**src/rtl/axis_maxpool_out_packer_if.sv**
```systemverilog
// AXI-Stream bundle shared by the maxpool output packer's wide input side
// and its narrow output side. WORDS sets the bus width in words.
interface axis_maxpool_out_packer_if #(
  parameter int WORDS      = 4,
  parameter int WORD_WIDTH = 8
);
  logic                          tvalid;
  logic                          tready;
  logic [WORDS*WORD_WIDTH-1:0]   tdata;
  logic [WORDS-1:0]              tkeep;
  logic                          tlast;

  modport master (output tvalid, tdata, tkeep, tlast, input tready);
  modport slave  (input tvalid, tdata, tkeep, tlast, output tready);
endinterface

```
**src/rtl/axis_maxpool_out_packer.sv**
```systemverilog
// axis_maxpool_out_packer: takes one wide padded beat from the maxpool engine
// and replays it as OUT_WORDS-wide chunks, skipping chunks with no kept words
// and putting tlast on the last emitted chunk of a frame.
// Optional build macro MAXPOOL_OUT_STRIP_PAD_EN: clears keep on the edge-pad
// words of every group before the empty-chunk test.
module axis_maxpool_out_packer #(
  parameter int UNITS        = 8,
  parameter int GROUPS       = 2,
  parameter int KERNEL_H_MAX = 3,
  parameter int WORD_WIDTH   = 8,
  parameter int OUT_WORDS    = 4
) (
  input  logic                      aclk,
  input  logic                      aresetn,
  axis_maxpool_out_packer_if.slave  s_axis,
  axis_maxpool_out_packer_if.master m_axis
);
  localparam int PAD         = KERNEL_H_MAX / 2;
  localparam int UNITS_EDGES = UNITS + KERNEL_H_MAX - 1;
  localparam int IN_WORDS    = 2 * GROUPS * UNITS_EDGES;
  localparam int CHUNKS      = IN_WORDS / OUT_WORDS;
  localparam int CHUNK_W     = OUT_WORDS * WORD_WIDTH;
  localparam int CNT_W       = (CHUNKS > 1) ? $clog2(CHUNKS) : 1;

  if ((IN_WORDS % OUT_WORDS) != 0) begin : g_bad_cfg
    $error("axis_maxpool_out_packer: IN_WORDS must be a multiple of OUT_WORDS");
  end

  typedef enum logic [0:0] {ST_IDLE, ST_SEND} state_t;

  state_t                      r_state, w_state_next;
  logic                        r_rdy_en;
  logic [CNT_W-1:0]            r_chunk, w_chunk_next;
  logic [IN_WORDS*WORD_WIDTH-1:0] r_data, w_data_next;
  logic [IN_WORDS-1:0]         r_keep, w_keep_next;
  logic                        r_last, w_last_next;
  logic                        r_m_valid, w_m_valid_next;
  logic [CHUNK_W-1:0]          r_m_data, w_m_data_next;
  logic [OUT_WORDS-1:0]        r_m_keep, w_m_keep_next;
  logic                        r_m_last, w_m_last_next;

  logic [IN_WORDS-1:0]         w_keep_in;
  logic [CHUNK_W-1:0]          w_in_cdata  [CHUNKS];
  logic [CHUNK_W-1:0]          w_reg_cdata [CHUNKS];
  logic [OUT_WORDS-1:0]        w_in_ckeep  [CHUNKS];
  logic [OUT_WORDS-1:0]        w_reg_ckeep [CHUNKS];
  logic [CHUNKS-1:0]           w_in_ne, w_reg_ne;
  logic                        w_in_found, w_in_more, w_reg_found, w_reg_more;
  logic [CNT_W-1:0]            w_in_idx, w_reg_idx;
  logic                        w_out_hs, w_final, w_in_hs;

`ifdef MAXPOOL_OUT_STRIP_PAD_EN
  // Pad words sit at unit positions below PAD or at/above UNITS+PAD in each group.
  logic [IN_WORDS-1:0] w_pad_mask;
  for (genvar gi = 0; gi < IN_WORDS; gi++) begin : g_pad
    localparam int U = gi % UNITS_EDGES;
    assign w_pad_mask[gi] = (U >= PAD) && (U < UNITS + PAD);
  end
  assign w_keep_in = s_axis.tkeep & w_pad_mask;
`else
  assign w_keep_in = s_axis.tkeep;
`endif

  // Chunk views of the incoming beat and of the latched beat.
  for (genvar gi = 0; gi < CHUNKS; gi++) begin : g_chunk
    assign w_in_cdata[gi]  = s_axis.tdata[gi*CHUNK_W +: CHUNK_W];
    assign w_in_ckeep[gi]  = w_keep_in[gi*OUT_WORDS +: OUT_WORDS];
    assign w_in_ne[gi]     = |w_in_ckeep[gi];
    assign w_reg_cdata[gi] = r_data[gi*CHUNK_W +: CHUNK_W];
    assign w_reg_ckeep[gi] = r_keep[gi*OUT_WORDS +: OUT_WORDS];
    assign w_reg_ne[gi]    = |w_reg_ckeep[gi];
  end

  // Priority search: lowest non-empty chunk of a new beat, and the next
  // non-empty chunk above the current one; *_more flags a later non-empty chunk.
  always_comb begin
    w_in_found  = 1'b0;
    w_in_idx    = '0;
    w_in_more   = 1'b0;
    w_reg_found = 1'b0;
    w_reg_idx   = '0;
    w_reg_more  = 1'b0;
    for (int k = CHUNKS - 1; k >= 0; k--) begin
      if (w_in_ne[k]) begin
        w_in_found = 1'b1;
        w_in_idx   = CNT_W'(k);
      end
      if (w_reg_ne[k] && (k > int'(r_chunk))) begin
        w_reg_found = 1'b1;
        w_reg_idx   = CNT_W'(k);
      end
    end
    for (int k = 0; k < CHUNKS; k++) begin
      if (w_in_ne[k] && (k > int'(w_in_idx)))   w_in_more  = 1'b1;
      if (w_reg_ne[k] && (k > int'(w_reg_idx))) w_reg_more = 1'b1;
    end
  end

  // The final chunk leaving frees the input side in the same cycle, so a new
  // beat can follow without a bubble (tready depends combinationally on m tready).
  assign w_out_hs      = r_m_valid & m_axis.tready;
  assign w_final       = (r_state == ST_SEND) & w_out_hs & ~w_reg_found;
  assign s_axis.tready = r_rdy_en & ((r_state == ST_IDLE) | w_final);
  assign w_in_hs       = s_axis.tvalid & s_axis.tready;

  // Next-state and next-output selection.
  always_comb begin
    w_state_next   = r_state;
    w_chunk_next   = r_chunk;
    w_data_next    = r_data;
    w_keep_next    = r_keep;
    w_last_next    = r_last;
    w_m_valid_next = r_m_valid;
    w_m_data_next  = r_m_data;
    w_m_keep_next  = r_m_keep;
    w_m_last_next  = r_m_last;
    if (w_in_hs) begin
      w_data_next = s_axis.tdata;
      w_keep_next = w_keep_in;
      w_last_next = s_axis.tlast;
      if (w_in_found) begin
        w_state_next   = ST_SEND;
        w_chunk_next   = w_in_idx;
        w_m_valid_next = 1'b1;
        w_m_data_next  = w_in_cdata[w_in_idx];
        w_m_keep_next  = w_in_ckeep[w_in_idx];
        w_m_last_next  = s_axis.tlast & ~w_in_more;
      end else if (s_axis.tlast) begin
        // Nothing kept but the frame must still close: one empty tlast chunk.
        w_state_next   = ST_SEND;
        w_chunk_next   = '0;
        w_m_valid_next = 1'b1;
        w_m_data_next  = '0;
        w_m_keep_next  = '0;
        w_m_last_next  = 1'b1;
      end else begin
        w_state_next   = ST_IDLE;
        w_m_valid_next = 1'b0;
      end
    end else if (w_out_hs && w_reg_found) begin
      w_chunk_next  = w_reg_idx;
      w_m_data_next = w_reg_cdata[w_reg_idx];
      w_m_keep_next = w_reg_ckeep[w_reg_idx];
      w_m_last_next = r_last & ~w_reg_more;
    end else if (w_final) begin
      w_state_next   = ST_IDLE;
      w_m_valid_next = 1'b0;
    end
  end

  // State register.
  always_ff @(posedge aclk or negedge aresetn) begin
    if (!aresetn) r_state <= ST_IDLE;
    else          r_state <= w_state_next;
  end

  // Latched beat, chunk pointer and output registers.
  always_ff @(posedge aclk or negedge aresetn) begin
    if (!aresetn) begin
      r_rdy_en  <= 1'b0;
      r_chunk   <= '0;
      r_data    <= '0;
      r_keep    <= '0;
      r_last    <= 1'b0;
      r_m_valid <= 1'b0;
      r_m_data  <= '0;
      r_m_keep  <= '0;
      r_m_last  <= 1'b0;
    end else begin
      r_rdy_en  <= 1'b1;
      r_chunk   <= w_chunk_next;
      r_data    <= w_data_next;
      r_keep    <= w_keep_next;
      r_last    <= w_last_next;
      r_m_valid <= w_m_valid_next;
      r_m_data  <= w_m_data_next;
      r_m_keep  <= w_m_keep_next;
      r_m_last  <= w_m_last_next;
    end
  end

  assign m_axis.tvalid = r_m_valid;
  assign m_axis.tdata  = r_m_data;
  assign m_axis.tkeep  = r_m_keep;
  assign m_axis.tlast  = r_m_last;
endmodule

```
**src/flat_wrapper.sv**
```systemverilog
// flat-port wrapper written by rule: the top's interface ports become plain ports
module axis_maxpool_out_packer_flat 
#(
  parameter int UNITS        = 8,
  parameter int GROUPS       = 2,
  parameter int KERNEL_H_MAX = 3,
  parameter int WORD_WIDTH   = 8,
  parameter int OUT_WORDS    = 4
)
  (aclk, aresetn, s_axis_tvalid, s_axis_tdata, s_axis_tkeep, s_axis_tlast, s_axis_tready, m_axis_tvalid, m_axis_tdata, m_axis_tkeep, m_axis_tlast, m_axis_tready);
  axis_maxpool_out_packer_if #(.WORDS((40)), .WORD_WIDTH(WORD_WIDTH)) s_axis_i ();
  axis_maxpool_out_packer_if #(.WORDS(OUT_WORDS), .WORD_WIDTH(WORD_WIDTH)) m_axis_i ();
  input  logic aclk;
  input  logic aresetn;
  input wire logic [$bits(s_axis_i.tvalid)-1:0] s_axis_tvalid;
  input wire logic [$bits(s_axis_i.tdata)-1:0] s_axis_tdata;
  input wire logic [$bits(s_axis_i.tkeep)-1:0] s_axis_tkeep;
  input wire logic [$bits(s_axis_i.tlast)-1:0] s_axis_tlast;
  output wire logic [$bits(s_axis_i.tready)-1:0] s_axis_tready;
  output wire logic [$bits(m_axis_i.tvalid)-1:0] m_axis_tvalid;
  output wire logic [$bits(m_axis_i.tdata)-1:0] m_axis_tdata;
  output wire logic [$bits(m_axis_i.tkeep)-1:0] m_axis_tkeep;
  output wire logic [$bits(m_axis_i.tlast)-1:0] m_axis_tlast;
  input wire logic [$bits(m_axis_i.tready)-1:0] m_axis_tready;
  assign s_axis_i.tvalid = s_axis_tvalid;
  assign s_axis_i.tdata = s_axis_tdata;
  assign s_axis_i.tkeep = s_axis_tkeep;
  assign s_axis_i.tlast = s_axis_tlast;
  assign s_axis_tready = s_axis_i.tready;
  assign m_axis_tvalid = m_axis_i.tvalid;
  assign m_axis_tdata = m_axis_i.tdata;
  assign m_axis_tkeep = m_axis_i.tkeep;
  assign m_axis_tlast = m_axis_i.tlast;
  assign m_axis_i.tready = m_axis_tready;
  axis_maxpool_out_packer #(.UNITS(UNITS), .GROUPS(GROUPS), .KERNEL_H_MAX(KERNEL_H_MAX), .WORD_WIDTH(WORD_WIDTH), .OUT_WORDS(OUT_WORDS)) u_core (.aclk(aclk), .aresetn(aresetn), .s_axis(s_axis_i), .m_axis(m_axis_i));
endmodule
```
**config.mk**
```make
export PLATFORM = sky130hd
export DESIGN_NAME = axis_maxpool_out_packer_flat
export DESIGN_NICKNAME = d
export VERILOG_FILES = /design/src/rtl/axis_maxpool_out_packer_if.sv /design/src/rtl/axis_maxpool_out_packer.sv /design/src/flat_wrapper.sv
export SDC_FILE = /design/constraint.sdc
export NUM_CORES = 1
export LEC_CHECK = 0
export CAP_MARGIN = 0
export CORE_ASPECT_RATIO = 0.9
export CORE_UTILIZATION = 35
export CTS_BUF_LIST = sky130_fd_sc_hd__clkbuf_4 sky130_fd_sc_hd__clkbuf_8 sky130_fd_sc_hd__clkbuf_16
export DETAILED_ROUTE_END_ITERATION = 16
export PLACE_DENSITY_LB_ADDON = 0.05
export SLEW_MARGIN = 40
export SYNTH_ARGS = -nofsm -noshare
export SYNTH_HDL_FRONTEND = slang
export SYNTH_SLANG_ARGS = --single-unit
```
**constraint.sdc**
```tcl
create_clock -name aclk -period 6.34 [get_ports aclk]
set_clock_uncertainty 0.2 [all_clocks]
set_input_delay 0.951 -clock aclk [delete_from_list [all_inputs] [get_ports aclk]]
set_output_delay 0.951 -clock aclk [all_outputs]
set_load 0.05 [all_outputs]
```
==> impl.org <==
** Clocking
- CTS tree :: yes
- Insertion delay of the later-clocked pin in the worst-skew pair :: 600 ps
- The clock passes through at most 3 buffers.
- Cts bufs inserted :: 48
- For this design, the CTS-stage hold fixing added 0 buffers.
- Number of sinks handled by clock tree synthesis :: ~400
- Post-CTS Setup Inserts :: 0
- Clk pin slew, worst setup/hold paths :: approximately 60 ps
- H-Tree Depth :: 2
- CTS placed an instance of sky130_fd_sc_hd__clkbuf_16 at the clock tree root.
- Post-cts sizing count :: 0

** Worst setup path
- In this design, the largest share of critical-path delay is due to simple AND/OR/NAND/NOR gates.
- For the worst setup path, the data required time is roughly 5200 ps.
- Largest fanout on the critical path :: 5
- Crit path launch type :: flop
- WS Path Type :: flop to primary output
- Cell at the slowest stage of the critical path :: sky130_fd_sc_hd__clkdlybuf4s50_1
- CP arrival :: 3910 ps
- CP Buf/Inv Count :: 1
- In this run the critical register-to-register path is launched from u_core.r_keep[33]$_DFFE_PN0P_.
- Across all register-to-register paths, the minimum setup slack is 1790 ps.
- Worst Reg2Reg Path Length in Cells :: 10
- Cells along the critical path :: or4_1 -> and3_2 -> a211o_1 -> o41a_1 -> nor2b_1 -> clkdlybuf4s50_1
- Critical path's largest stage delay :: roughly 800 ps
- Critical Path Sink Type :: primary output
- Destination of the worst register-to-register timing path :: u_core.m_axis.tdata[17]$_DFFE_PN0P_

** Floorplan
- The die covers 0.0644 mm².
- In this run the standard cell core region covers 0.0627 mm².
- The die is around 270 µm wide.
- Starting Density :: between 30% and 40%
- Cell row count :: 87
- For this design the top-level I/O count stands at 404.
- DIE HEIGHT :: 241 µm

** Cells and area
- Util after Layout :: between 40% and 50%
- NumNets Final :: 3439
- Compared with the post-synthesis result, the final layout area differs by 30.5%.
- Of the cells placed in the final design, the portion with a size suffix greater than 1 is 6.50%.
- Most common library cell in the layout ignoring fill and taps :: sky130_fd_sc_hd__nand2_1
- Top library cells by usage in the layout, fill and taps aside :: sky130_fd_sc_hd__nand2_1 (1232), sky130_fd_sc_hd__clkdlybuf4s50_1 (402), sky130_fd_sc_hd__dfrtp_1 (402), sky130_fd_sc_hd__mux2i_1 (216), sky130_fd_sc_hd__o21ai_0 (116)

** Synth
- The synthesized netlist occupies a cell area of 0.0222 mm².
- Summing the areas of all fa, ha and maj instances in the mapped netlist gives 0% of the synthesized area.
- Sequential-to-total area share from yosys stat :: between 40% and 50%
- After synthesis the netlist holds a flip-flop and latch count of about 400.
- Fraction of post-synthesis cell area in the top cell type by area :: 45.3%
- Post-Synth XOR/XNOR Area :: 0%
- For this run, the leading register cell type out of synthesis is sky130_fd_sc_hd__dfrtp_1.
- sky130_fd_sc_hd__dfrtp_1 takes more of the synthesized area than any other cell.
- Synthesis warning total :: 0
- Largest family of logic cells by synthesized area :: simple AND/OR/NAND/NOR gates
- Summing the areas of all compound-gate instances in the mapped netlist gives about an eighth of the synthesized area.
- The number of different library cells used by synthesis comes to just under 60.
- Cell count after synthesis :: approximately 2800
- Ranked by total cell area, the synthesized netlist is headed by sky130_fd_sc_hd__dfrtp_1 (45%), sky130_fd_sc_hd__nand2_1 (21%), sky130_fd_sc_hd__mux2i_1 (9.7%).
- Synthesized area divided by synthesized cell count :: 8.05 µm²
- Syn Nets :: 3122
- Of all flip-flops after synthesis, the portion carrying an async set or reset was 100%.
- The synthesized netlist devotes 26.6% of its cell area to simple gates.
- The synthesized design contains 0 enable-type register cells.
- In the synthesized netlist, mux cells make up 10.4% of the area.

** Route
- Via-per-instance ratio :: 5.56
- DRC errors left :: 0
- Antenna violation net count after detailed routing :: 0
- After detailed routing, the average wire length per cell comes to 25.5 µm.
- Via count of the routed design :: around 22000
- DRT iter0 DRCs :: 2438
- Length of the first detailed-routing pass in iterations :: 7
- Wirelength, routed :: 101000 µm

** Place
- After legalization and detailed placement, the total HPWL measured 69200 µm.
- Buffers placed on the I/O ports in this run total roughly 400.
- Final Wtd Congestion :: 0.924

** STA
- Final-report max-slew violation count :: 0
- The final hold violation count is 0.
- Final critical-path share of the clock period :: 79.9%
- Maximum operating frequency :: 0.197 GHz
- After routing, the total negative slack on setup checks comes to 0 ps.
- The clock period could shrink to 5060 ps.
- Setup repair after global routing left no endpoint under its margin.
- In this run the tightest slew margin relative to its limit is 38.7%.
- Setup violations remaining at the end of the flow were counted as 0.
- At the pin with the least slew margin, the transition time is 919 ps.

** GRT
- GR Util All Layers :: between 30% and 40%
- Summed over all layers, the global routing overflow is 0.
- Via count of the first global-routing pass :: 21300
- The number of antenna violations at the first check in global routing came to 13.
- Largest net degree at the start of global routing :: 180
- The first global-routing pass estimated 145000 µm of wire.

** Run status
- The run finished with clean final reports.

** Power
- For this design the total switching power over the nets is 6.90 mW.
- Peak supply drop :: 351 µV
- In this run, the combinational gates consume 50.4% of the power.
- Internal power of the cells :: 8.08 mW
- Net switching is 46.1% of the power.
- Seq pwr share :: 30.4%
- For this design the static power due to leakage is 13.3 nW.
- Power spread over the standard cell area amounts to 517 mW/mm².
- Relative contribution of the clock network to total power :: a little under a fifth

** Job
- Max cap viols :: 0

** Worst hold path
- Type of the worst min-delay path :: input pin to async pin
registers in the layout (all words and copies together), names as in the netlist, 4 cells and up:
signal and count:
u_core.m_axis.tkeep 4, u_core.r_data 318, u_core.r_chunk 4, u_core.m_axis.tdata 32, u_core.r_keep 40
routing by layer:
layer,share of wire (%),GRT usage (%),up-vias
met5,0.027,0,-
met4,2.3,8.83,4
met3,9.1,6.66,152
met2,43,44.7,1045
met1,46,45.7,10800
li1,-,-,10000
cell type report:
| class | count | area (µm²) |
|---|---|---|
| Fill cell | 6167 | 33700 |
| Multi-Input combinational cell | 2135 | 11400 |
| Sequential cell | 402 | 10100 |
| Timing Repair Buffer | 468 | 4770 |
| Clock buffer | 75 | 1520 |
| Tap cell | 845 | 1060 |
| Clock inverter | 7 | 98.8 |
| Inverter | 19 | 71.3 |
| Antenna cell | 9 | 22.5 |
metrics by stage:
| step | instance area, µm² | hold slack [ps] | power [mW] | cells | worst slack, ps |
|---|---|---|---|---|---|
| after floorplan | 22200 | 237 | 9.07 | 2757 | 2550 |
| after global placement | 27100 | 257 | 11.8 | 3861 | 1060 |
| after CTS | 28900 | 168 | 14.9 | 3949 | 1280 |
| after detailed placement | 27300 | 261 | 12.0 | 3867 | 1360 |
| final | 29000 | 157 | 15.0 | 3960 | 1280 |
| after global routing | 29000 | 204 | 15.9 | 3959 | 1240 |
cells by family (layout without fill, tap and decap cells):
| kind of cell | after synthesis | in the layout |
|---|---|---|
| buffers and inverters | 220 | 569 |
| muxes | 228 | 228 |
| DFF | 402 | 402 |
| other | 1 | 10 |
| and+or+nand+nor | 1466 | 1466 |
| AOI/OAI and AO/OA | 440 | 440 |
cell usage after synthesis, drive strengths merged, types with 2 or more instances:
cell,number
a41oi,3
o21a,11
a21boi,2
o22a,8
o21bai,3
a2bb2oi,8
a21oi,73
clkbuf,85
a22oi,12
inv,19
nand2,1234
o21ai,123
and2,4
o221a,2
o221ai,19
or3,2
dfrtp,402
mux2i,216
and3,9
o2111ai,30
o31ai,8
nor4,17
a211o,4
a211oi,10
o2bb2ai,2
a32oi,25
or2,5
nand4,37
o22ai,7
nor3,15
nand3,84
a31oi,35
nor2b,3
buf,116
o21ba,2
o211ai,49
mux2,12
nor2,39
or4,15
worst max path at each step:
stage	start	endpoint	slack, ps	cells past startpoint
floorplan	u_core.r_keep[29]$_DFFE_PN0P_	s_axis_tready	2550	6
global placement	s_axis_tkeep[32]	u_core.m_axis.tdata[15]$_DFFE_PN0P_	1060	10
detailed placement	s_axis_tkeep[17]	u_core.m_axis.tdata[26]$_DFFE_PN0P_	1360	9
CTS	u_core.r_keep[4]$_DFFE_PN0P_	s_axis_tready	1280	6
global route	u_core.r_keep[4]$_DFFE_PN0P_	s_axis_tready	1240	6
finish	u_core.r_keep[4]$_DFFE_PN0P_	s_axis_tready	1280	6
power by group through the flow:
stage	Combinational, mW	Sequential, mW	Clock (mW)
after floorplan	4.37	4.69	0
after global placement	7.29	4.52	0
after detailed placement	7.44	4.55	0
after CTS	7.46	4.52	2.93
after global routing	8.15	4.69	3.02
final	7.55	4.55	2.88
Power figures use the tool's default switching activity.
